==> src/rtl/vvm_phase_avg.sv <==
// Averages per-channel phase relative to channel 0 over 2^avg_shift frames, with wrap-safe accumulation.
// Latency: the first burst word appears 2 cycles after the phs(N_CH-1) word of the closing frame; the burst lasts N_CH-1 cycles.
// No backpressure: the stream is accepted on every strobe, and a truncated frame is dropped and flagged on frame_err.
module vvm_phase_avg #(
  parameter int DW        = 21,
  parameter int N_CH      = 4,
  parameter int MAX_SHIFT = 15
) (
  input  logic          sample_clk,
  input  logic          sample_rst_n,
  input  logic [DW-1:0] stream_in,
  input  logic          strobe_in,
  input  logic [3:0]    avg_shift,
  output logic [DW-1:0] diff_out,
  output logic [2:0]    ch_out,
  output logic          strobe_out,
  output logic          frame_err
);

  localparam int NW  = 2 * N_CH;
  localparam int WW  = $clog2(NW);
  localparam int NM  = N_CH - 1;
  localparam int DBN = (NM > 1) ? NM - 1 : 1;
  localparam int AW  = DW + MAX_SHIFT + 1;
  localparam int FCW = MAX_SHIFT;
  localparam logic [WW-1:0] W_LAST = WW'(NW - 1);

  // Frame capture: word index, reference phase, and differences held until the frame completes
  logic [WW-1:0]        w;
  logic [DW-1:0]        p0;
  logic [DW-1:0]        dbuf [DBN];

  // Window state: per-channel anchor and the accumulated offsets from that anchor
  logic [DW-1:0]        ref_q [NM];
  logic signed [AW-1:0] acc_q [NM];
  logic [FCW-1:0]       fc;
  logic [3:0]           s_win;
  logic [3:0]           close_s;
  logic                 close_p;

  // Combinational helpers
  logic [3:0]           s_clamp;
  logic [3:0]           s_eff;
  logic [FCW-1:0]       fc_last;
  logic                 first_frame;
  logic                 frame_end;
  logic [DW-1:0]        d_now;
  logic [DW-1:0]        step;
  logic [DW-1:0]        d_frame [NM];
  logic signed [AW-1:0] acc_nxt [NM];
  logic [DW-1:0]        res     [NM];

  // Output burst buffer, kept apart from the accumulators so that the next window can run during a burst
  logic [DW-1:0]        obuf [NM];
  logic [2:0]           bidx;

  // Differences, accumulator updates and window results derived from the current state
  always_comb begin
    s_clamp     = (avg_shift > 4'(MAX_SHIFT)) ? 4'(MAX_SHIFT) : avg_shift;
    first_frame = (fc == '0);
    // The shift is captured on the first frame of a window, so that frame must use the live input
    s_eff       = first_frame ? s_clamp : s_win;
    fc_last     = FCW'((32'd1 << s_eff) - 32'd1);
    frame_end   = strobe_in && (w == W_LAST);
    d_now       = stream_in - p0;
    step        = '0;
    for (int k = 0; k < NM; k++) begin
      d_frame[k] = (k == NM - 1) ? d_now : dbuf[(k < DBN) ? k : 0];
      // Each step from the anchor is wrapped to +/-pi before it is summed; this makes the average unwrap-safe
      step       = d_frame[k] - ref_q[k];
      acc_nxt[k] = acc_q[k] + AW'(signed'(step));
      res[k]     = ref_q[k] + DW'(acc_q[k] >>> close_s);
    end
  end

  // Frame parsing, truncation detection and window accumulation
  always_ff @(posedge sample_clk or negedge sample_rst_n) begin
    if (!sample_rst_n) begin
      w         <= '0;
      p0        <= '0;
      fc        <= '0;
      s_win     <= '0;
      close_s   <= '0;
      close_p   <= 1'b0;
      frame_err <= 1'b0;
      for (int k = 0; k < DBN; k++) dbuf[k] <= '0;
      for (int k = 0; k < NM; k++) begin
        ref_q[k] <= '0;
        acc_q[k] <= '0;
      end
    end else begin
      frame_err <= 1'b0;
      close_p   <= 1'b0;
      if (strobe_in) begin
        w <= (w == W_LAST) ? '0 : w + WW'(1);
        if (w == WW'(1)) p0 <= stream_in;
        // Hold intermediate differences so that a truncated frame never touches the accumulators
        for (int k = 0; k < NM - 1; k++) begin
          if (w == WW'(2 * k + 3)) dbuf[k] <= d_now;
        end
        if (frame_end) begin
          for (int k = 0; k < NM; k++) begin
            if (first_frame) begin
              ref_q[k] <= d_frame[k];
              acc_q[k] <= '0;
            end else begin
              acc_q[k] <= acc_nxt[k];
            end
          end
          if (first_frame) s_win <= s_clamp;
          if (fc == fc_last) begin
            fc      <= '0;
            close_p <= 1'b1;
            close_s <= s_eff;
          end else begin
            fc <= fc + FCW'(1);
          end
        end
      end else if (w != '0) begin
        w         <= '0;
        frame_err <= 1'b1;
      end
    end
  end

  // Latch window results into the output buffer and stream them out one channel per cycle
  always_ff @(posedge sample_clk or negedge sample_rst_n) begin
    if (!sample_rst_n) begin
      strobe_out <= 1'b0;
      diff_out   <= '0;
      ch_out     <= '0;
      bidx       <= '0;
      for (int k = 0; k < NM; k++) obuf[k] <= '0;
    end else if (close_p) begin
      for (int k = 0; k < NM; k++) obuf[k] <= res[k];
      diff_out   <= res[0];
      ch_out     <= 3'd1;
      strobe_out <= 1'b1;
      bidx       <= 3'd1;
    end else if (strobe_out && (bidx != 3'(NM))) begin
      for (int k = 0; k < NM; k++) begin
        if (bidx == 3'(k)) diff_out <= obuf[k];
      end
      ch_out <= bidx + 3'd1;
      bidx   <= bidx + 3'd1;
    end else begin
      strobe_out <= 1'b0;
    end
  end

endmodule

==> config.mk <==
export PLATFORM = sky130hd
export DESIGN_NAME = vvm_phase_avg
export DESIGN_NICKNAME = d
export VERILOG_FILES = /design/src/rtl/vvm_phase_avg.sv
export SDC_FILE = /design/constraint.sdc
export NUM_CORES = 1
export LEC_CHECK = 0
export BUFFER_PORTS_ARGS = -buffer_cell sky130_fd_sc_hd__buf_2
export CORE_AREA = 10 10 375 195
export DETAILED_ROUTE_END_ITERATION = 8
export DIE_AREA = 0 0 385 205
export PLACE_DENSITY = 0.63
export SYNTH_ARGS = -nofsm -noshare
export SYNTH_HDL_FRONTEND = slang
export SYNTH_SLANG_ARGS = --single-unit
==> constraint.sdc <==
create_clock -name sample_clk -period 8.7 [get_ports sample_clk]
set_clock_uncertainty 0.2 [all_clocks]
set_input_delay 1.305 -clock sample_clk [delete_from_list [all_inputs] [get_ports sample_clk]]
set_output_delay 1.305 -clock sample_clk [all_outputs]
set_load 0.02 [all_outputs]
# Word level (Yosys, flattened, before mapping)
# Cells that the tools add are included.
# op_classes
add_sub_neg	14
reduce_logical	15
shift	4
muxes	23
eq_ne	9
magnitude_cmp	1
# ops
operator	count
37-bit by 21-bit adder with 37-bit output	3
37-bit 2-to-1 mux	3
37-bit by 4-bit >>> shifter with 21-bit output	3
21-bit 2-to-1 mux	5
21-bit subtractor	4
21-bit adder	3
15-bit by 1-bit adder with 15-bit output (second input constant)	1
15-bit == test	1
15-bit logical NOT	1
15-bit 2-to-1 mux	1
3-bit 2-to-1 mux	5
1-bit by 4-bit << shifter with 15-bit output (first input constant)	1
15-bit by 1-bit subtractor with 15-bit output (second input constant)	1
2-bit AND reduction	5
4-bit 2-to-1 mux	2
1-bit 2-to-1 mux	7
3-bit by 1-bit adder with 3-bit output (second input constant)	2
3-bit by 1-bit == test with 1-bit output (second input constant)	2
3-bit by 2-bit == test with 1-bit output (second input constant)	2
3-bit == test (second input constant)	2
3-bit AND reduction	2
4-bit greater-than comparator (second input constant)	1
2-bit nonzero test	2
4-bit nonzero test	1
other kinds (5)	6
# totals
ff_bits	353
out_inout_bits	26
input_bits	28

# Longest topological paths before layout
# logic_depth
word_depth	9
depth_mapped	32

# Least setup slack after synthesis
# OpenSTA, ideal clock, no wires.
# synth_timing
path_kind	in2reg
start	in stream_in[0]
end	reg acc_q[35] (netlist name)
arrival_ns	7.649
setup_slack_ns	0.730
required_ns	8.379
path_stages	32
cell_sequence	inv_1 -> ha_1 -> inv_1 -> fa_1 -> a211o_1 -> a21o_1 -> a31oi_1 -> a21boi_0 -> nor2_1 -> o21bai_1 -> xnor2_1 -> inv_1 -> ha_1 -> a21o_1 -> a21o_1 -> a2111oi_0 -> o311a_1 -> o21ai_0 -> o211ai_1 -> xor2_1 -> ha_1 -> clkbuf_1 -> a2111oi_0 -> o21ai_0 -> o211ai_1 -> a21oi_1 -> nor3b_1 -> o31ai_1 -> a41o_1 -> xor2_1 -> o21ai_1 -> a22o_1
# synth_lines
item	line	rtl
start: declaration	11	input logic [DW-1:0] stream_in,
end signal: indexed assignment	107	acc_q[k] <= acc_nxt[k];
end: declaration	35	logic signed [AW-1:0] acc_q [NM];

==> flow_summary_export.csv <==
group,metric,value,unit
run_status,outcome,"finished, final reports clean",
setup_path,critPathMostFrequentCell,"o21ai_0",
sta,hold_violations,0,
global_route,grt.overflow.total,0,
cts,worstSkewPairLatency,620,ps
sta,maxSlewViolCount,0,
setup_path,cp_max_fo,17,
job,drv_cap,0,
synth,syn_area,0.0297,mm2
power,powerDensity,397,mW/mm2
die,dieArea,0.0789,mm2
placement,dpl.hpwl,69700,um
cts,numCtsBuffers,38,
placement,io_buffers,53,
synth,yosysWarnings,0,
layout,area_growth_syn_to_layout,7.87,%
global_route,grtUsageTotal,22.8,%
die,design.portCount,54,
layout,fin_nets,3838,
layout,drive_gt1_share,8.72,%
setup_path,worstSetupPathType,"input pin to register",
cts,htree_levels,2,
setup_path,cp-start-kind,"input pin",
power,ir_worst_vdd,0.265,mV
cts,cts.sinks,350,
synth,avgSynthCellArea,8.31,um2
synth,async_reset_ff_share,100,%
sta,relSlewSlack,18.5,%
drt,ant_nets,0,
global_route,grt_pass1_wl,143000,um
synth,synth.distinct_cells,82,
cts,cts-root-buf,"clkbuf_16",
sta,fin_crit_sh,91.4,%
sta,worst_pin_slew,1220,ps
setup_path,slowest_stage,"a41oi_1",
cts,tritoncts,"built",
synth,syn_inst,3575,
worst_hold_path,hp-class,"register to register",
drt,wl,91500,um
die,initial_core_util,44.7,%
drt,drc,0,
sta,setup_viol,0,
synth,ys_ff_latch,350,
synth,syn_nets,3872,
setup_path,cp.required,8980,ps
setup_path,end_kind,"register",
power,p_leak,15.0,nW
drt,wire_per_inst,20.5,um
synth,yosysSeqAreaShare,29.5,%
sta,finalSetupTns,0,ps
sta,max_freq,0.126,GHz
global_route,grt_pass1_vias,24600,
layout,final_common_cell,"nand2_1",
cts,cts_resized,0,
placement,gp_congestion,0.913,
die,die_x,385,um
synth,ys.flop_type,"dfrtp_1",
layout,final_cell_mix,"nand2_1, o21ai_0, dfrtp_1",
cts,hold_buffers,0,
die,die_h,205,um
drt,vias,26500,
drt,viasPerCell,5.93,
drt,drtPass1Iterations,8,
global_route,grt_max_degree,133,
drt,drt-initial-drc-count,2595,
cts,cts_buffer_depth,3,
sta,whs,288,ps
global_route,antenna_found_initial,6,
cts,clkTransAtPathRegs,60,ps
die,design.core.area,0.0665,mm2
die,rows,67,
sta,period_minus_slack,7950,ps
setup_path,cp_slowest_stage_delay,550,ps
setup_path,arrival,8220,ps
sta,rsz0062_at_grt,"false",
cts,cts_post_setup_buffers_inserted,0,
synth,synth_edf_count,0,
power by group:
group	switching [mW]	total (mW)	internal, mW
clock network	0.758	1.71	0.952
registers	0.450	2.39	1.94
logic	5.21	8.62	3.41
layer usage:
layer | wire length (um) | vias up | GRT usage (%)
met2 | 35800 | 791 | 31.3
met5 | 77 | - | 0
met4 | 2240 | 6 | 6.17
met1 | 45000 | 12800 | 33.9
met3 | 8410 | 112 | 6.49
li1 | - | 12800 | -
layout make-up:
type	count	area (um2)
Inverter	203	762
Timing Repair Buffer	92	581
Sequential cell	350	8770
Fill cell	6445	34400
Tap cell	897	1120
Clock inverter	15	153
Multi-Input combinational cell	2856	19600
Clock buffer	52	1100
Antenna cell	2	5.00
stage by stage:
| stage | util, % | instances | power (mW) | setup slack, ps | area, um2 |
|---|---|---|---|---|---|
| 2_1_floorplan | - | 3575 | 8.45 | 730 | 29700 |
| 3_3_place_gp | 46.3 | 4398 | 10.7 | 365 | 30800 |
| 3_5_place_dp | 46.3 | 4398 | 10.8 | 288 | 30800 |
| 4_1_cts | 48.2 | 4465 | 12.6 | 884 | 32100 |
| 5_1_grt | 48.2 | 4465 | 13.8 | 81.1 | 32100 |
| 6_report | 48.2 | 4467 | 12.7 | 751 | 32100 |
sequential cells by signal, indices dropped and copies added, names as in the netlist:
name / cells
s_win: 4
strobe_out: 1
frame_err: 1
ref_q: 63
close_p: 1
d_frame: 42
fc: 15
ch_out: 3
obuf: 63
acc_q: 108
w: 3
close_s: 4
p0: 21
diff_out: 21
synth_stat cells (17+ instances only):
cell type  instances  area [um2]
a21o_1           102         766
ha_1             259        3240
or3_1             30         188
nand2b_1          28         175
nand2_1          498        1870
mux2i_1           97         971
nor3_1            60         300
a21oi_1          252        1260
xnor2_1          126        1100
nand3_1           60         300
buf_1             29         109
o31ai_1           33         248
nor2_1           226         848
a31oi_1           52         325
o21a_1            41         308
clkbuf_1         126         473
o211ai_1          18         135
a211oi_1          75         563
nor2b_1           53         332
o21bai_1          17         128
dfrtp_1          350        8760
mux4_2            31         698
nand4_1           18         113
inv_1            201         754
and3_1            25         156
mux2_2            84         946
xor2_1            84         736
o21ai_0          363        1820
kinds of logic (layout without fill, tap and decap cells):
family	count (synthesis)	in the layout	share of synthesized area (%)
AO/OA/AOI/OAI	1089	1089	22.6
AND/OR/NAND/NOR	1072	1072	16.3
buffers and inverters	369	362	4.79
flip-flops	350	350	29.5
adder cells (fa/ha/maj)	269	269	11.6
multiplexers	215	215	8.96
XOR/XNOR	211	211	6.27
other	0	2	0
critical path, delay by kind of cell:
kind / cells / cell delay, ps
compound gates: 20 / 4410
simple gates: 2 / 310
xor+xnor: 3 / 600
buf+inv: 4 / 630
fa+ha+maj: 3 / 970
worst paths after layout:
| kind | from | end | slack (ps) | cells past startpoint |
|---|---|---|---|---|
| worst max-delay path | stream_in[1] | acc_q[35]$_DFFE_PN0P_ | 750 | 32 |
| worst min-delay path | obuf[26]$_DFFE_PN0P_ | obuf[26]$_DFFE_PN0P_ | 290 | 2 |
| worst max register to register | p0[1]$_DFFE_PN0P_ | acc_q[35]$_DFFE_PN0P_ | 1150 | 32 |
| worst min register to register | obuf[26]$_DFFE_PN0P_ | obuf[26]$_DFFE_PN0P_ | 290 | 2 |
| max in group asynchronous | sample_rst_n | close_p$_DFF_PN0_ | 6270 | 2 |
| min in group asynchronous | sample_rst_n | acc_q[71]$_DFFE_PN0P_ | 500 | 1 |
No activity file was read; power rests on OpenSTA's default activity.
